### src/rtl/alu_seq.sv
// Handshaked ALU with registered results: single-cycle logic/arith/shift ops,
// iterative shift-add multiply and restoring unsigned divide/modulo.
module alu_seq #(
    parameter int WIDTH = 8
) (
    input  logic             clk,
    input  logic             rst,
    input  logic             in_valid,
    output logic             in_ready,
    input  logic [WIDTH-1:0] A,
    input  logic [WIDTH-1:0] B,
    input  logic [3:0]       op_code,
    output logic             out_valid,
    input  logic             out_ready,
    output logic [WIDTH-1:0] result,
    output logic [WIDTH-1:0] result_hi,
    output logic             zero,
    output logic             negative,
    output logic             carry,
    output logic             overflow,
    output logic             error
);

    localparam int SW = $clog2(WIDTH);
    localparam int CW = $clog2(WIDTH) + 1;
    localparam logic [CW-1:0] LAST = CW'(WIDTH - 1);

    localparam logic [3:0] OP_ADD = 4'd0;
    localparam logic [3:0] OP_SUB = 4'd1;
    localparam logic [3:0] OP_AND = 4'd2;
    localparam logic [3:0] OP_OR  = 4'd3;
    localparam logic [3:0] OP_XOR = 4'd4;
    localparam logic [3:0] OP_SHL = 4'd5;
    localparam logic [3:0] OP_SHR = 4'd6;
    localparam logic [3:0] OP_MUL = 4'd7;
    localparam logic [3:0] OP_DIV = 4'd8;
    localparam logic [3:0] OP_MOD = 4'd9;

    typedef enum logic [1:0] {IDLE, BUSY, DONE} state_t;

    state_t          state_q, state_nx;
    logic [CW-1:0]   cnt_q;
    logic            rdy_q;
    logic            accept, is_iter, last_iter;

    logic [WIDTH-1:0] a_q, b_q, hi_q, lo_q;
    logic [3:0]       op_q;
    logic [WIDTH-1:0] hi_nx, lo_nx;

    logic [WIDTH-1:0] res_q, res_hi_q;
    logic             carry_q, ovf_q, err_q;

    logic [WIDTH-1:0] sc_res, sc_hi;
    logic             sc_c, sc_v, sc_err;
    logic [WIDTH:0]   sum_w, dif_w, shl_w, shr_w;
    logic [SW-1:0]    sh;

    logic [WIDTH:0]   mul_sum;
    logic [WIDTH:0]   div_shift;
    logic [WIDTH-1:0] div_diff;
    logic             div_ge;

    function automatic logic add_ovf(input logic signed [WIDTH-1:0] a,
                                     input logic signed [WIDTH-1:0] b,
                                     input logic signed [WIDTH-1:0] s);
        return (a[WIDTH-1] == b[WIDTH-1]) && (s[WIDTH-1] != a[WIDTH-1]);
    endfunction

    function automatic logic sub_ovf(input logic signed [WIDTH-1:0] a,
                                     input logic signed [WIDTH-1:0] b,
                                     input logic signed [WIDTH-1:0] s);
        return (a[WIDTH-1] != b[WIDTH-1]) && (s[WIDTH-1] != a[WIDTH-1]);
    endfunction

    assign in_ready  = rdy_q && (state_q == IDLE);
    assign out_valid = (state_q == DONE);
    assign accept    = in_valid && in_ready;
    assign is_iter   = (op_code == OP_MUL) ||
                       (((op_code == OP_DIV) || (op_code == OP_MOD)) && (B != '0));
    assign last_iter = (state_q == BUSY) && (cnt_q == LAST);

    always_comb begin
        state_nx = state_q;
        case (state_q)
            IDLE: if (accept) state_nx = is_iter ? BUSY : DONE;
            BUSY: if (cnt_q == LAST) state_nx = DONE;
            DONE: if (out_ready) state_nx = IDLE;
            default: state_nx = IDLE;
        endcase
    end

    // Single-cycle datapath, evaluated directly on the live operands at accept
    assign sh    = B[SW-1:0];
    assign sum_w = {1'b0, A} + {1'b0, B};
    assign dif_w = {1'b0, A} - {1'b0, B};
    assign shl_w = {1'b0, A} << sh;
    assign shr_w = {A, 1'b0} >> sh;

    always_comb begin
        sc_res = '0;
        sc_hi  = '0;
        sc_c   = 1'b0;
        sc_v   = 1'b0;
        sc_err = 1'b0;
        case (op_code)
            OP_ADD: begin
                sc_res = sum_w[WIDTH-1:0];
                sc_c   = sum_w[WIDTH];
                sc_v   = add_ovf(A, B, sum_w[WIDTH-1:0]);
            end
            OP_SUB: begin
                sc_res = dif_w[WIDTH-1:0];
                sc_c   = dif_w[WIDTH];
                sc_v   = sub_ovf(A, B, dif_w[WIDTH-1:0]);
            end
            OP_AND: sc_res = A & B;
            OP_OR:  sc_res = A | B;
            OP_XOR: sc_res = A ^ B;
            OP_SHL: begin
                sc_res = shl_w[WIDTH-1:0];
                sc_c   = shl_w[WIDTH];
            end
            OP_SHR: begin
                sc_res = shr_w[WIDTH:1];
                sc_c   = shr_w[0];
            end
            OP_MUL: ;
            // Only reached here with a zero divisor; non-zero divisors iterate
            OP_DIV: begin
                sc_res = '1;
                sc_hi  = A;
                sc_v   = 1'b1;
            end
            OP_MOD: begin
                sc_res = A;
                sc_hi  = '1;
                sc_v   = 1'b1;
            end
            default: sc_err = 1'b1;
        endcase
    end

    // Iterative datapath: hi/lo hold product halves for MUL, remainder/quotient for DIV
    assign mul_sum   = {1'b0, hi_q} + (lo_q[0] ? {1'b0, a_q} : '0);
    assign div_shift = {hi_q, lo_q[WIDTH-1]};
    assign div_ge    = (div_shift >= {1'b0, b_q});
    assign div_diff  = div_shift[WIDTH-1:0] - b_q;

    always_comb begin
        hi_nx = hi_q;
        lo_nx = lo_q;
        if (op_q == OP_MUL) begin
            hi_nx = mul_sum[WIDTH:1];
            lo_nx = {mul_sum[0], lo_q[WIDTH-1:1]};
        end else if (div_ge) begin
            hi_nx = div_diff;
            lo_nx = {lo_q[WIDTH-2:0], 1'b1};
        end else begin
            hi_nx = div_shift[WIDTH-1:0];
            lo_nx = {lo_q[WIDTH-2:0], 1'b0};
        end
    end

    always_ff @(posedge clk) begin
        if (accept) begin
            a_q  <= A;
            b_q  <= B;
            op_q <= op_code;
            hi_q <= '0;
            lo_q <= (op_code == OP_MUL) ? B : A;
        end else if (state_q == BUSY) begin
            hi_q <= hi_nx;
            lo_q <= lo_nx;
        end
    end

    // Control and result registers; results only load on completion so DONE holds them
    always_ff @(posedge clk or posedge rst) begin
        if (rst) begin
            state_q  <= IDLE;
            cnt_q    <= '0;
            rdy_q    <= 1'b0;
            res_q    <= '0;
            res_hi_q <= '0;
            carry_q  <= 1'b0;
            ovf_q    <= 1'b0;
            err_q    <= 1'b0;
        end else begin
            state_q <= state_nx;
            rdy_q   <= 1'b1;
            if (accept)
                cnt_q <= '0;
            else if (state_q == BUSY)
                cnt_q <= cnt_q + CW'(1);
            if (accept && !is_iter) begin
                res_q    <= sc_res;
                res_hi_q <= sc_hi;
                carry_q  <= sc_c;
                ovf_q    <= sc_v;
                err_q    <= sc_err;
            end else if (last_iter) begin
                res_q    <= (op_q == OP_MOD) ? hi_nx : lo_nx;
                res_hi_q <= (op_q == OP_MOD) ? lo_nx : hi_nx;
                carry_q  <= (op_q == OP_MUL) && (hi_nx != '0);
                ovf_q    <= (op_q == OP_MUL) && (hi_nx != '0);
                err_q    <= 1'b0;
            end
        end
    end

    assign result    = res_q;
    assign result_hi = res_hi_q;
    assign zero      = (res_q == '0);
    assign negative  = res_q[WIDTH-1];
    assign carry     = carry_q;
    assign overflow  = ovf_q;
    assign error     = err_q;

endmodule

### config.mk
export PLATFORM = sky130hd
export DESIGN_NAME = alu_seq
export DESIGN_NICKNAME = d
export VERILOG_FILES = /design/src/rtl/alu_seq.sv
export SDC_FILE = /design/constraint.sdc
export NUM_CORES = 1
export LEC_CHECK = 0
export ABC_AREA = 0
export CAP_MARGIN = 20
export CORE_MARGIN = 5
export CORE_UTILIZATION = 34
export DETAILED_ROUTE_END_ITERATION = 10
export PLACE_DENSITY = 0.61
export SYNTH_ARGS = -nofsm -noshare
export SYNTH_HDL_FRONTEND = slang
export SYNTH_SLANG_ARGS = --single-unit
### constraint.sdc
create_clock -name clk -period 3.75 [get_ports clk]
set_input_delay 0.375 -clock clk [delete_from_list [all_inputs] [get_ports clk]]
set_output_delay 0.375 -clock clk [all_outputs]
set_load 0.005 [all_outputs]
Word-level counts from Yosys, hierarchy flattened
Index checks and enable logic that the tools add are counted.

storage, ports and cells
  register bits = 62
  input port bits = 24
  output and inout bits = 23
  word-level logic and storage cells = 97

cells by class
  add/sub/neg operators = 5
  $lt $le $gt $ge = 1
  eq/ne operators = 21
  shifts and indexed selects = 2
  muxes and demuxes = 31
  bitwise operators = 3
  reduce and logical (&&, ||, !) cells = 21

operators with widths
  operator               number
  $mux W8                13
  $pmux W8 S9            1
  $eq A4 B3 Y1 const B   6
  $add A8 B8 Y9          2
  $pmux W8 S2            1
  $reduce_bool A8 Y1     2
  $eq A4 B4 Y1 const B   3
  $reduce_or A10 Y1      1
  $ge A9 B8 Y1           1
  $shl A8 B3 Y9          1
  $shr A9 B3 Y9          1
  $sub A8 B8 Y9          1
  $and A8 B8 Y8          1
  $eq A4 B2 Y1 const B   2
  $logic_and A1 B1 Y1    8
  $logic_not A8 Y1       1
  $mux W2                4
  $mux W4                2
  $or A8 B8 Y8           1
  $sub A8 B8 Y8          1
  $xor A8 B8 Y8          1
  $mux W1                7
  $pmux W2 S3            1
  $add A4 B1 Y4 const B  1
  16 further kinds       21

Longest topological paths before layout
  word-level depth = 7
  depth in mapped cells = 12
  gate-level depth less buffers = 12

Worst setup path after synthesis
Ideal clock, no wire load.

  kind = input port to flip-flop
  from = input B[1]
  to = register res_q[6] (netlist: result[6])
  library setup time = 77 ps
  arrival time = 2655 ps
  required time = 3673 ps
  setup slack = 1017 ps
  cell stages on the path = 12
  buffers on the path = 2
  cell sequence = clkbuf_1 -> inv_1 -> buf_1 -> fa_1 -> nor2b_1 -> o21bai_1 -> a21oi_1 -> o21ai_0 -> a31oi_1 -> xor2_1 -> o32a_1 -> a21oi_1

between the ends
  cells in the longest elaborated chain, start to end = 6

RTL lines
  element                                                RTL line  text
  from (decl)                                            11        input logic [WIDTH-1:0] B,
  branches (longest 6 deep; another with $sub A8 B8 Y9)  --
  to (signal assigned)                                   196       res_q <= sc_res;
  to (signal assigned)                                   202       res_q <= (op_q == OP_MOD) ? hi_nx : lo_nx;
  to (decl)                                              50        logic [WIDTH-1:0] res_q, res_hi_q;

Several ways; the timed one is not identified.
A chain may end at the register's enable or synchronous reset.

Worst setup path in the final report
  from = register lo_q[0]
  to = register ovf_q (netlist: overflow)

between the ends
  cells in the longest elaborated chain, start to end = 7

RTL lines
  element                 RTL line  text
  from (decl)             46        logic [WIDTH-1:0] a_q, b_q, hi_q, lo_q;
  from (signal assigned)  170       lo_q <= (op_code == OP_MUL) ? B : A;
  from (signal assigned)  173       lo_q <= lo_nx;
  $mux W8                 144       assign mul_sum = {1'b0, hi_q} + (lo_q[0] ? {1'b0, a_q} : '0);
  $add A8 B8 Y9           144
  $mux W8                 152       if (op_q == OP_MUL) begin
  $reduce_bool A8 Y1      205       ovf_q <= (op_q == OP_MUL) && (hi_nx != '0);
  $logic_and A1 B1 Y1     205
  $mux W1                 201       end else if (last_iter) begin
  $mux W1                 195       if (accept && !is_iter) begin
  to (signal assigned)    199       ovf_q <= sc_v;
  to (signal assigned)    205
  to (decl)               51        logic carry_q, ovf_q, err_q;

Every way passes these cells. The select of a mux whose other input is x is not followed.

==> flow_metrics.tcl <==
set metrics [dict create \
    status "complete, no violations" \
    dr.first_iter.drc_count 504 \
    critical_path_class "reg -> reg" \
    hold_violations 0 \
    row_count 46 \
    cp-end-kind "register" \
    die_area_sq_um 19000 \
    drive_gt1_share_pct 9.29 \
    relSlewSlack_pct 54.0 \
    vias_per_cell 5.84 \
    yosysSeqAreaShare_pct 29.8 \
    num_antenna_cells 0 \
    routedWlPerCell_um 21.0 \
    die_y_um 138 \
    gp_congestion 0.988 \
    post-place-cells 920 \
    grt_max_degree 38 \
    nFillCells 1634 \
    cp.arrival_ns 3.21 \
    grt_pass1_vias 5338 \
    r2r-start "lo_q[0]$_DFFE_PP_" \
    cts_resized 0 \
    dp_slack_ns 0.508 \
    hpwlAfterDp_um 15200 \
    max_slew.worst_pin.slew_ns 0.690 \
    drc 0 \
    ff_latch_area_sq_um 1650 \
    cts.sinks 62 \
    multi_input_area_sq_um 3580 \
    ff2ff_setup_slack_ns 0.75 \
    cp_num_buf_inv 0 \
    finalWorstSetupSlack_ns 0.749 \
    root_buffer "clkbuf_16" \
    drv_cap 0 \
    antenna_found_initial 1 \
    synth_seq_cells 62 \
    htreeDepth 3 \
    synth_area_sq_um 5540 \
    ys_async_sr_fraction_pct 41.9 \
    dr.pass1.iters 5 \
    final_common_cell "nand2_1" \
    ys.flop_type "edfxtp_1" \
    overflow 0 \
    start_kind "register" \
    finalSetupViolCount 0 \
    clk_latency_ns 0.35 \
    cts_tree "done" \
    worst_path_largest_cell_delay_ns 0.47 \
    power_density_nw_per_um2 539 \
    syn_avg_cell_area_sq_um 8.29 \
    core_area_sq_um 15900 \
    p_leak_uw 0.00277 \
    hold_buffers 0 \
    cp_slowest_cell "edfxtp_1" \
    clk_path_buf_depth 2 \
    synthCells 669 \
    grt_setup_unrepaired "false" \
    initial_utilization_pct 34.8 \
    grt_pass1_wl_um 30300 \
    synth-warning-count 0 \
    max_freq_mhz 333 \
    ir_drop_mv 0.219 \
    postRouteAntennaNets 0 \
    port-buffer-count 46 \
    hold_path_class "in -> async" \
    finalSetupTns_ns 0 \
    fin_crit_sh_pct 80.0 \
    clk_pin_slew_worst_paths_ns 0.06 \
    ys_types 86 \
    cts_setup_buffers 0 \
    total_power_uw 3610 \
    r2r_cells 11 \
    synth_edf_count 28 \
    final_nets 786 \
    grt_usage_pct 21.3 \
    layout.cells.non_filler 937 \
    r2r_end "overflow$_DFFE_PP0P_" \
    maxSlewViolCount 0 \
    syn_to_final_growth_pct 20.8 \
    yosysTopAreaCell "edfxtp_1" \
    critPathTopFamily "compound AO/OA/AOI/OAI gates" \
    die_w_um 138 \
    io_pins 47 \
    numCtsBuffers 9 \
    yosys-top-cells-area "edfxtp_1 (15%), dfrtp_1 (12%), ha_1 (9.5%)" \
    final_cell_mix "nand2_1 (68), o21ai_0 (59), nor2_1 (55)" \
    synth_top_area_share_pct 15.2 \
    vias 5473 \
    crit_chain "and2_1 -> ha_1 -> fa_1 -> a211oi_1 -> o21a_1 -> o21a_1 -> a311oi_1 -> o31ai_1 -> o2111ai_1 -> o311ai_1 -> a31oi_1" \
    critical_path_required_ns 3.96 \
    min_period_ns 3.00 \
    final_core_util_pct 42.0 \
    wl_um 19700 \
    crit_fanout 9 \
    cpMostUsedCell "o21a_1" \
    skew_ns 0.00975 \
    syn-num-nets 739 \
]
synth_stat cells (all sizes together) (8+ instances only):
| cell | number |
|---|---|
| nand2 | 68 |
| o21ai | 62 |
| nor2 | 56 |
| a21oi | 54 |
| ha | 42 |
| inv | 37 |
| clkbuf | 29 |
| edfxtp | 28 |
| dfrtp | 26 |
| nand3 | 17 |
| o211ai | 16 |
| a211oi | 15 |
| mux2i | 15 |
| buf | 12 |
| nor3 | 11 |
| a31oi | 10 |
| and2 | 10 |
| xnor2 | 10 |
| a21o | 8 |
| dfxtp | 8 |
| nor2b | 8 |
| o31ai | 8 |
report_power, final:
group          internal [uW]  switching, uW  leakage, uW
logic                    727            923      0.00196
registers                884            146     0.000642
clock network            598            330     0.000166
total                   2210           1400      0.00277
logic make-up (layout without fill, tap and decap cells):
kind of cell               after synthesis  in the layout  share of synthesized area, %
other                                    1              1                        0.0677
buffers and inverters                   79            131                          5.60
muxes                                   17             17                          3.32
xor gates and xnor gates                17             17                          2.69
DFF                                     62             62                          29.8
adders and majority gates               46             46                          10.9
and+or+nand+nor                        216            216                          19.5
AOI/OAI and AO/OA                      231            231                          28.1
registers in the layout (all words and copies together), names as in the netlist:
signal and flops:
result_hi 8, b_q 8, op_q 4, cnt_q 4, state_q 2, a_q 8, error 1, carry 1
rdy_q 1, lo_q 8, overflow 1, hi_q 8, result 8
worst max path at each step:
| stage | end | slack, ns | depth (start not counted) | from |
|---|---|---|---|---|
| CTS | overflow$_DFFE_PP0P_ | 0.76 | 11 | lo_q[0]$_DFFE_PP_ |
| global route | overflow$_DFFE_PP0P_ | 0.56 | 11 | A[2] |
| floorplan | result[6]$_DFFE_PP0P_ | 1.02 | 12 | B[1] |
| finish | overflow$_DFFE_PP0P_ | 0.75 | 11 | lo_q[0]$_DFFE_PP_ |
| global placement | overflow$_DFFE_PP0P_ | 0.58 | 11 | A[2] |
| detailed placement | overflow$_DFFE_PP0P_ | 0.51 | 11 | A[2] |
metrics by stage:
step           instance area [sq um]  hold slack, ns
2_1_floorplan                   5540           0.415
3_3_place_gp                    6330           0.476
3_5_place_dp                    6330           0.499
4_1_cts                         6670           0.506
5_1_grt                         6700           0.252
6_report                        6700           0.244
per-layer routing:
layer	up-vias	share of wire (%)	track usage, %
met5	-	0.041	0
met4	2	3.7	8.48
met3	50	7.3	4.97
met2	223	47	35.0
met1	2632	42	26.8
li1	2566	-	-
final cells by class:
class | instances | area share [%]
multi-input cells | 528 | 53.5
flip-flops and latches | 62 | 24.7
repair buffers | 77 | 10.7
clock buffers | 11 | 4.11
well taps | 216 | 4.04
inverters | 38 | 2.13
clock inverters | 5 | 0.916
Note: power is estimated with default switching activity, not from simulation.
